===== config.mk =====
export PLATFORM = sky130hd
export DESIGN_NAME = io_bus_responder
export DESIGN_NICKNAME = d
export VERILOG_FILES = /design/src/rtl/io_bus_responder.sv
export SDC_FILE = /design/constraint.sdc
export NUM_CORES = 1
export LEC_CHECK = 0
export CORE_AREA = 2 2 91 84
export DETAILED_ROUTE_END_ITERATION = 8
export DIE_AREA = 0 0 93 86
export PLACE_DENSITY = 0.77
export SLEW_MARGIN = 40
export SYNTH_ARGS = -nofsm -noshare
export SYNTH_HDL_FRONTEND = slang
export SYNTH_SLANG_ARGS = --single-unit

===== constraint.sdc =====
create_clock -name clk -period 2.85 [get_ports clk]
set_input_delay 0.57 -clock clk [delete_from_list [all_inputs] [get_ports clk]]
set_output_delay 0.57 -clock clk [all_outputs]
set_load 0.02 [all_outputs]

===== src/rtl/io_bus_responder.sv =====
// Memory-mapped I/O responder: GPIO out/in, optional timer+compare (IO_TIMER_EN), byte TX FIFO.
// Latency: reads combinational; writes commit at the rising edge; pushed byte is valid one edge later.
// Backpressure: TX FIFO holds its head while tx_ready is low; a push into a full FIFO is dropped and flags overflow.
module io_bus_responder #(
   parameter logic [31:0] BASE_ADDR  = 32'h0000_0400,
   parameter int          FIFO_DEPTH = 4
) (
   input  logic        clk,
   input  logic        reset,
   input  logic [31:0] io_address,
   input  logic [31:0] io_write_value,
   output logic [31:0] io_read_value,
   input  logic        io_write_en,
   input  logic        io_read_en,
   input  logic [7:0]  gpio_in,
   output logic [7:0]  gpio_out,
   output logic [7:0]  tx_data,
   output logic        tx_valid,
   input  logic        tx_ready,
   output logic        irq
);
   localparam int PW = $clog2(FIFO_DEPTH);
   localparam int CW = PW + 1;
   localparam logic [CW-1:0] FULL_CNT = CW'(FIFO_DEPTH);

   logic          sel;
   logic [2:0]    idx;
   logic          wr;
   logic          push_req;
   logic          push_ok;
   logic          pop;
   logic          full;
   logic          empty;
   logic          overflow;
   logic [7:0]    gpio_meta;
   logic [7:0]    gpio_sync;
   logic [PW-1:0] wr_ptr;
   logic [PW-1:0] rd_ptr;
   logic [CW-1:0] count;
   logic [7:0]    mem [FIFO_DEPTH];
   logic [31:0]   timer;
   logic [31:0]   compare;
   logic          match;

   // Address bits [1:0] and the upper store bits carry no meaning here
   logic unused_bits;
   assign unused_bits = &{1'b0, io_address[1:0], io_write_value[31:8]};

   assign sel      = (io_address[31:5] == BASE_ADDR[31:5]);
   assign idx      = io_address[4:2];
   assign wr       = io_write_en && sel;
   assign full     = (count == FULL_CNT);
   assign empty    = (count == '0);
   assign pop      = !empty && tx_ready;
   assign push_req = wr && (idx == 3'd5);
   // A pop in the same cycle frees a slot, so a push into a full FIFO still lands
   assign push_ok  = push_req && (!full || pop);

   assign tx_valid = !empty;
   assign tx_data  = empty ? 8'h00 : mem[rd_ptr];
   assign irq      = match;

   // Two-flop synchroniser for the asynchronous input pins
   always_ff @(posedge clk or posedge reset) begin
      if (reset) begin
         gpio_meta <= '0;
         gpio_sync <= '0;
      end else begin
         gpio_meta <= gpio_in;
         gpio_sync <= gpio_meta;
      end
   end

   // Output port register
   always_ff @(posedge clk or posedge reset) begin
      if (reset)
         gpio_out <= '0;
      else if (wr && idx == 3'd0)
         gpio_out <= io_write_value[7:0];
   end

   // FIFO pointers, occupancy and sticky overflow (set wins over W1C)
   always_ff @(posedge clk or posedge reset) begin
      if (reset) begin
         wr_ptr   <= '0;
         rd_ptr   <= '0;
         count    <= '0;
         overflow <= 1'b0;
      end else begin
         if (push_ok)
            wr_ptr <= wr_ptr + PW'(1);
         if (pop)
            rd_ptr <= rd_ptr + PW'(1);
         if (push_ok && !pop)
            count <= count + CW'(1);
         else if (!push_ok && pop)
            count <= count - CW'(1);
         if (push_req && !push_ok)
            overflow <= 1'b1;
         else if (wr && idx == 3'd4 && io_write_value[3])
            overflow <= 1'b0;
      end
   end

   // FIFO storage; no reset needed because tx_data is masked while empty
   always_ff @(posedge clk) begin
      if (push_ok)
         mem[wr_ptr] <= io_write_value[7:0];
   end

`ifdef IO_TIMER_EN
   // Free-running timer with load, compare register, and sticky match (set wins over W1C)
   always_ff @(posedge clk or posedge reset) begin
      if (reset) begin
         timer   <= '0;
         compare <= 32'hFFFF_FFFF;
         match   <= 1'b0;
      end else begin
         if (wr && idx == 3'd2)
            timer <= io_write_value;
         else
            timer <= timer + 32'd1;
         if (wr && idx == 3'd3)
            compare <= io_write_value;
         if (timer == compare)
            match <= 1'b1;
         else if (wr && idx == 3'd4 && io_write_value[0])
            match <= 1'b0;
      end
   end
`else
   assign timer   = '0;
   assign compare = '0;
   assign match   = 1'b0;
`endif

   // Combinational read mux; reads have no side effects
   always_comb begin
      io_read_value = '0;
      if (io_read_en && sel) begin
         case (idx)
            3'd0:    io_read_value = {24'h0, gpio_out};
            3'd1:    io_read_value = {24'h0, gpio_sync};
            3'd2:    io_read_value = timer;
            3'd3:    io_read_value = compare;
            3'd4:    io_read_value = {28'h0, overflow, empty, full, match};
            default: io_read_value = '0;
         endcase
      end
   end
endmodule


==> run metrics, run 1 <==
Post-synth ARST share 0.5000; Post-Synthesis Cells 192; Setup-failing EPs final 0; sw power slightly below 400 uW; CP Class input pin to output port; Period minus WS final 2785 ps; RSZ-0062 raised after global routing false; Post-route DRC 0; Netlist cell types 33; DR vias/cell around 4.5; largest net degree at the start of global routing 33; Total GRT Usage 0.1491; compound-cell area share of the yosys netlist 0.01006; CP Capture Type output port; CP Capture Point io_read_value[5]; num rows 29; reg2reg end count[2]; Pleak 0.001752 uW; Setup Skew 8.263 ps; Filler Cells Inserted 542; Total Power between 1500 and 2000 uW; Die Y between 80 and 90 um; vias in the first global route roughly 1,900; internal power 1364 uW; Routed WL 5.790 mm; Setup TNS Final 0 ps; period utilization 0.9772; pwr dens 432.4 nW/um^2; sw frac 0.2234; # diodes 0; mux cell area share after synthesis 0.1342; layout cells sized above 1 0.2633; Post-Syn Area per Cell 14.90 um^2; clk sink count between 60 and 70; Hold WC Path Type register to register; worst-path fanout max 5; cts bufs inserted 9; core area 6967 um^2; Post-Synth XOR/XNOR Area 0.01836; EDFF count, synth 32; die area between 7000 and 8000 um^2; clk slew on worst S/H paths 60 ps; combinational power share 0.086; largest family of logic cells by synthesized area multiplexers; commonest non-fill, non-tap cell in the layout clkdlybuf4s50_1; worst r2r src count[0]; ys flop type edfxtp_1; area grow syn2layout 41.98%; TritonCTS clock tree done; Synth Area in Simple Gates 0.1124; CP Launch Type input pin; number of nets in the layout 378; number of port buffers 75; Initial Util 0.4107; grt total ovfl 0; Sequential Power Share 0.561; post-synthesis sequential area ratio 0.6157; crit path from io_address[18]; Worst EP required 2280 ps; commonest non-fill, non-tap cells in the layout clkdlybuf4s50_1 (47), dfrtp_1 (32), edfxtp_1 (32); Root Driver clkbuf_8; status finished, final reports clean; Vias 1,772; gpl congestion 0.7899; DRT iter0 DRCs 82; Yosys warnings 0; mapped cell area 2861 um^2; Hold Startpoint gpio_meta[2]; R2R setup slack 570 ps; first-pass GRT wire length 8.901 mm; Slew Viols, Final 0; Max Fclk 359.1 MHz; Rel. slew slack 0.5673; Hold Buf Count CTS 0; Final ANT Viol Nets 0; initial antenna violation count 0; Max-Cap Viols 0; H-tree depth 3; Core Util, Final 0.5832; Die Width 93 um; clock share of power 0.353; Max Root-Sink Buffers 2; CP arrival 2210 ps; R2R cell count 9; DP HPWL 4.309 mm; VDD IR max ~0.00037 V; worst slew pin tran ~640 ps; DR WL/cell 14.73 um; Hold Path Depth 0; drt first pass iters 4; adder-cell share of the synthesized area 0.02886; Fin. Hold Viols 0; FF+latch count, synth between 60 and 70; clock latency on the worst-skew pair 330 ps; I/O pin count between 100 and 150
synthesized netlist by cell type, types with 2 or more instances:
library cell	n	area (um^2)
buf_4	25	187.7
and2_1	15	93.84
dfrtp_1	32	800.8
mux2_2	11	123.9
inv_1	6	22.52
nand2_1	3	11.26
o22ai_1	3	18.77
o21ai_0	2	10.01
mux4_2	8	180.2
nand3_1	2	10.01
xnor2_1	4	35.03
mux2i_1	8	80.08
ha_1	5	62.56
edfxtp_1	32	960.9
nor4b_1	2	17.52
nor2_1	8	30.03
nand2b_1	3	18.77
nor3_1	2	10.01
clkbuf_1	2	7.510
xor2_1	2	17.52
nor4_1	5	31.28
cell families after synthesis:
family | Yosys count
other cells | 1
buf+inv | 35
compound gates | 5
fa+ha+maj | 6
simple gates | 48
mux | 27
flops | 64
xor+xnor | 6
layout make-up:
cell class                      count  area, um^2  area share
Sequential cell                    64        1762      0.4336
Multi-Input combinational cell    117        1100      0.2707
Timing Repair Buffer               97       910.9      0.2242
Clock buffer                       13       138.9     0.03419
Tap cell                           93       116.4     0.02864
Inverter                            6       22.52    0.005544
Clock inverter                      3       12.51    0.003080
critical path, stage by stage:
cell and delay [ps]:
clkdlybuf4s50_1 410, nor4_2 190, nand4_2 150, or4_4 630
nor2_2 120, buf_4 150
through the flow:
step / cell area [um^2] / setup slack (ps) / hold slack (ps) / std cells
2_1_floorplan: 2952 / 186.2 / 331.2 / 216
3_3_place_gp: 3765 / -676.8 / 331.9 / 375
3_5_place_dp: 3765 / -753.7 / 335.5 / 375
4_1_cts: 3986 / 2.936 / 348.7 / 393
5_1_grt: 4063 / 7.437 / 358.1 / 393
6_report: 4063 / 65.06 / 347.5 / 393
power by group through the flow:
stage | registers, uW | clock network [uW] | logic (uW)
global placement | 1000 | 0 | 140
finish | 986 | 620 | 151
detailed placement | 1000 | 0 | 143
floorplan | 1000 | 0 | 78.8
CTS | 986 | 630 | 148
global route | 987 | 671 | 163
per-layer routing:
metal  track usage  part of all wire
met1        0.1840              0.43
met2        0.2503              0.50
met3       0.03339             0.054
met4       0.07086             0.016
met5             0                 0
how the worst min path moves through the flow:
stage	slack (ps)	endpoint
after floorplan	330	gpio_sync[0]
after global placement	330	gpio_sync[6]
after detailed placement	340	gpio_sync[5]
after CTS	350	gpio_sync[5]
after global routing	360	gpio_sync[5]
final	350	gpio_sync[2]
registers in the layout (all words and copies together) (netlist names):
register and flops:
count 3, gpio_sync 8, overflow 1, gpio_meta 8, mem 32, wr_ptr 2
rd_ptr 2, gpio_out 8
repair_timing:
action                                  in CTS  in global routing
gates resized for setup                     62                 22
endpoints found under the setup margin       8                 10
pin swaps                                   13                 14
endpoints found under the hold margin        0                  0
setup buffers                                2                  0
Power figures use the tool's default switching activity.
==> run 2, diff against run 1 <==
--- a/config.mk
+++ b/config.mk
@@ -5,9 +5,11 @@
 export SDC_FILE = /design/constraint.sdc
 export NUM_CORES = 1
 export LEC_CHECK = 0
+export CAP_MARGIN = 20
 export CORE_AREA = 2 2 91 84
 export DETAILED_ROUTE_END_ITERATION = 8
 export DIE_AREA = 0 0 93 86
+export GPL_TIMING_DRIVEN = 0
 export PLACE_DENSITY = 0.77
 export SLEW_MARGIN = 40
 export SYNTH_ARGS = -nofsm -noshare
==> run 2 against run 1 <==
Clock power is essentially flat. Largest power group unchanged. Final area grew 2.2%. Die area is the same. Sequential cell count is the same. Critical path depth is the same. Count of clock-buffer cells in the layout shrank 2. Utilization grew 1.3 points. Fmax shrank 0.48%.
==> run metrics, run 2 (same netlist as run 1, synthesis figures left out) <==
status finished, final reports clean; DP HPWL 4.083 mm; layout cells sized above 1 0.2990; cts bufs inserted 9; die area 7998 um^2; Hold WC Path Type register to register; Setup TNS Final 0 ps; Filler Cells Inserted 543; commonest non-fill, non-tap cells in the layout clkdlybuf4s50_1 (44), dfrtp_1 (32), edfxtp_1 (32); Pleak 0.001802 uW; commonest non-fill, non-tap cell in the layout clkdlybuf4s50_1; # diodes 0; placed cells 384; worst slew pin tran 698.3 ps; Hold EP gpio_sync[2]; worst r2r src count[0]; Worst EP required 2280 ps; Final ANT Viol Nets 0; reg2reg end count[1]; Hold Startpoint gpio_meta[2]; Post-route DRC 0; first-pass GRT wire length 8.721 mm; Rel. slew slack 0.5279; CP Capture Type output port; max reg flops 32; grt total ovfl 0; Die Y 86 um; Root Driver clkbuf_8; fin cells 404; clock latency on the worst-skew pair 340 ps; Total GRT Usage 0.1483; Die Width approximately 93 um; Top reg by flops mem; DRT iter0 DRCs 41; Period minus WS final 2798 ps; Fin. Hold Viols 0; Initial Util 0.4107; Hold Buf Count CTS 0; DR vias/cell roughly 4.5; VDD IR max 0.0003653 V; largest net degree at the start of global routing 33; initial antenna violation count 0; Hold Path Depth 0; CP Launch Type input pin; TritonCTS clock tree done; Slew Viols, Final 0; worst-path fanout max 5; R2R setup slack 530 ps; pwr dens 427.9 nW/um^2; area grow syn2layout 45.04%; Setup Skew 7.025 ps; drt first pass iters 4; gpl congestion slightly above 0.7; num rows 29; core area 6967 um^2; CP Class input pin to output port; Max-Cap Viols 0; clk sink count 64; R2R cell count 6; clk slew on worst S/H paths 60 ps; Vias about 1,800; I/O pin count 127; number of nets in the layout 389; Setup-failing EPs final 0; Max Fclk 357.4 MHz; period utilization 0.9819; Max Root-Sink Buffers 2; vias in the first global route 1,782; Routed WL 5.680 mm; number of port buffers 75; DR WL/cell 14.06 um; H-tree depth 3; CP arrival 2230 ps
-- run 2: power breakdown --
group / switching (uW) / leakage (uW) / total (uW) / internal (uW)
registers: 2.73 / 0.000692 / 986 / 983
clock network: 314 / 0.0000843 / 620 / 306
logic: 82.0 / 0.00103 / 170 / 87.7
total: 399 / 0.00180 / 1780 / 1380
-- run 2: area by class of cell --
class / count / area (um^2) / share of cell area
flip-flops and latches: 64 / 1762 / 0.4245
clock buffers: 11 / 131.4 / 0.03166
well taps: 93 / 116.4 / 0.02804
clock inverters: 5 / 23.77 / 0.005728
plain buffers: 28 / 205.2 / 0.04944
multi-input cells: 117 / 1107 / 0.2668
inverters: 6 / 22.52 / 0.005427
repair buffers: 80 / 782.0 / 0.1884
-- run 2: how the worst max path moves through the flow --
| stage | start | to | slack [ps] | depth (start not counted) |
|---|---|---|---|---|
| floorplan | io_address[15] | count[2] | 190 | 9 |
| global placement | io_address[14] | io_read_value[5] | -860 | 6 |
| detailed placement | io_address[14] | io_read_value[5] | -850 | 6 |
| CTS | io_address[5] | io_read_value[5] | 2 | 6 |
| global route | io_address[6] | io_read_value[5] | -20 | 6 |
| finish | io_address[29] | io_read_value[5] | 50 | 6 |
-- run 2: stage by stage --
| stage | area, um^2 | power, uW | setup slack, ps | hold slack (ps) | util |
|---|---|---|---|---|---|
| CTS | 4093 | 1794 | 2.408 | 350.2 | 0.5875 |
| detailed placement | 3819 | 1167 | -845.3 | 334.7 | 0.5481 |
| floorplan | 2952 | 1083 | 186.2 | 331.2 | - |
| finish | 4150 | 1776 | 51.65 | 348.0 | 0.5957 |
| global route | 4150 | 1849 | -22.54 | 360.2 | 0.5957 |
| global placement | 3819 | 1163 | -857.8 | 331.2 | 0.5481 |
-- run 2: per-layer routing --
metal / share of wire / wire [um] / global-route usage / vias up
li1: - / - / - / 869
met1: 0.43 / 2421 / 0.1879 / 859
met2: 0.50 / 2813 / 0.2312 / 68
met3: 0.067 / 383 / 0.06415 / 6
met4: 0.011 / 61 / 0.04813 / 0
met5: 0 / 0 / 0 / -
-- run 2: timing repair --
action                                  in CTS  in global routing
resized for setup                           80                 16
hold endpoints to repair                     0                  0
pin swaps                                   15                 10
buffers inserted                             3                  2
endpoints found under the setup margin      10                 18
-- run 2: critical path, stage by stage --
cell           delay, ps
dlygate4sd2_1        260
nor4_4               310
nand4_2              160
or4_4                640
nor2_4               160
buf_6                120
==> run 3, diff against run 2 <==
--- a/config.mk
+++ b/config.mk
@@ -11,6 +11,7 @@
 export DIE_AREA = 0 0 93 86
 export GPL_TIMING_DRIVEN = 0
 export PLACE_DENSITY = 0.77
+export REMOVE_ABC_BUFFERS = 1
 export SLEW_MARGIN = 40
 export SYNTH_ARGS = -nofsm -noshare
 export SYNTH_HDL_FRONTEND = slang
==> run 3 against run 2 <==
Hold slack is essentially flat. Critical path depth is the same. Cell count shrank 6.7%. Count of clock-buffer cells in the layout grew 1. Routed wire length grew 6.3%. Sequential share of layout area grew 0.95 points. Utilization shrank 1.3 points. Total power grew 15%. Critical path type unchanged.
==> run metrics, run 3 (same netlist as run 1, synthesis figures left out) <==
number of nets in the layout 362; Final ANT Viol Nets 0; TritonCTS clock tree done; worst slew pin tran 793.2 ps; Hold WC Path Type register to register; core area 6967 um^2; fin area 4063 um^2; number of port buffers 75; clock latency on the worst-skew pair 330 ps; Min Hold Slack roughly 350 ps; DR WL/cell 16.01 um; Die Y 86 um; die area ~8000 um^2; Max-Cap Viols 0; fin cells 377; area grow syn2layout 41.98%; CP Capture Type output port; initial antenna violation count 0; reg2reg end count[1]; CP Class input pin to output port; DRT iter0 DRCs roughly 130; Period minus WS final between 2000 and 3000 ps; H-tree depth 3; clk sink count 64; Die Width 93 um; Root Driver clkbuf_8; DR vias/cell 4.626; gpl congestion 0.7111; CP arrival 2220 ps; CP Capture Point io_read_value[4]; Post-route DRC 0; Hold Buf Count CTS 0; Slew Viols, Final 0; Max Fclk 358.6 MHz; worst-path fanout max 5; Max Root-Sink Buffers 2; grt total ovfl 0; Rel. slew slack 0.4637; cts bufs inserted 9; Total Power 2036 uW; R2R cell count 6; Setup Skew 2.263 ps; R2R setup slack 430 ps; VDD IR max 0.0006123 V; placed cells 355; vias in the first global route 1,800; Worst EP required around 2300 ps; CP Launch Type input pin; first-pass GRT wire length roughly 8.9 mm; Top reg by flops mem; Fin. Hold Viols 0; Routed WL 6.037 mm; commonest non-fill, non-tap cell in the layout clkdlybuf4s50_1; num rows 29; largest net degree at the start of global routing 33; I/O pin count between 100 and 150; Initial Util 0.4107; layout cells sized above 1 0.2289; Total GRT Usage 0.1519; placed cell area between 3000 and 4000 um^2; commonest non-fill, non-tap cells in the layout clkdlybuf4s50_1 (42), edfxtp_1 (32), dfrtp_1 (31); max reg flops 32; drt first pass iters 4; period utilization 0.9784; worst r2r src count[0]; DP HPWL around 4.1 mm; Core Util, Final 0.5832; # diodes 0; Vias 1,744; Setup-failing EPs final 0; clk slew on worst S/H paths 60 ps; pwr dens 501.2 nW/um^2; status finished, final reports clean; crit path from io_address[29]; Pleak around 0.0018 uW
run 3: changes by cell type in the layout (fill, tap and decap cells not counted), sizes merged:
| cell | before | now |
|---|---|---|
| buf | 38 | 14 |
| dlygate4sd2 | 14 | 6 |
| dlymetal6s2s | 8 | 19 |
| clkbuf | 14 | 12 |
| clkinv | 5 | 1 |
| bufinv | 0 | 3 |
| clkdlybuf4s15 | 1 | 0 |
| clkdlybuf4s50 | 44 | 42 |
run 3: power breakdown:
group	switching [uW]	leakage, uW	total, uW	internal (uW)
Clock	323	0.000112	903	579
Sequential	3.35	0.000691	986	983
Combinational	80.9	0.000966	147	66.5
run 3: worst min-delay path by stage:
stage	end	slack, ps	startpoint	cells after the start
after floorplan	gpio_sync[0]	330	gpio_meta[0]	0
after global placement	gpio_sync[0]	330	gpio_meta[0]	0
after detailed placement	gpio_sync[2]	340	gpio_meta[2]	0
after CTS	gpio_sync[2]	350	gpio_meta[2]	0
after global routing	gpio_sync[4]	360	gpio_meta[4]	0
final	gpio_sync[2]	350	gpio_meta[2]	0
run 3: through the flow:
stage | setup TNS, ps | setup slack, ps
after CTS | -159.8 | -61.10
after global routing | -60.24 | -14.53
after global placement | -10260 | -778.8
after floorplan | 0 | 186.2
final | 0 | 61.52
after detailed placement | -10640 | -797.7
run 3: cell type report:
class | instances | area, um^2
inverter | 6 | 22.52
multi-input combinational | 117 | 1105
tap | 93 | 116.4
clock buffer | 12 | 135.1
fill | 545 | 2904
clock inverter | 4 | 93.84
sequential | 64 | 1763
timing repair buffer | 81 | 827.0
run 3: routing by layer:
layer	GRT usage	vias up	share of wire	wire length, um
met1	0.1797	838	0.40	2404
li1	-	816	-	-
met4	0.04011	0	0.013	78
met5	0	-	0	0
met3	0.06151	12	0.070	421
met2	0.2589	78	0.52	3131
run 3: timing repair:
action,CTS,global route
resized for setup,58,35
buffers inserted,5,1
endpoints found under the setup margin,18,9
pin swaps,7,15
run 3: worst max-delay path, cell delays in order:
cell	delay (ps)
dlygate4sd2_1	250
nor4_2	320
nand4_2	170
or4_4	640
nor2_4	130
buf_6	120
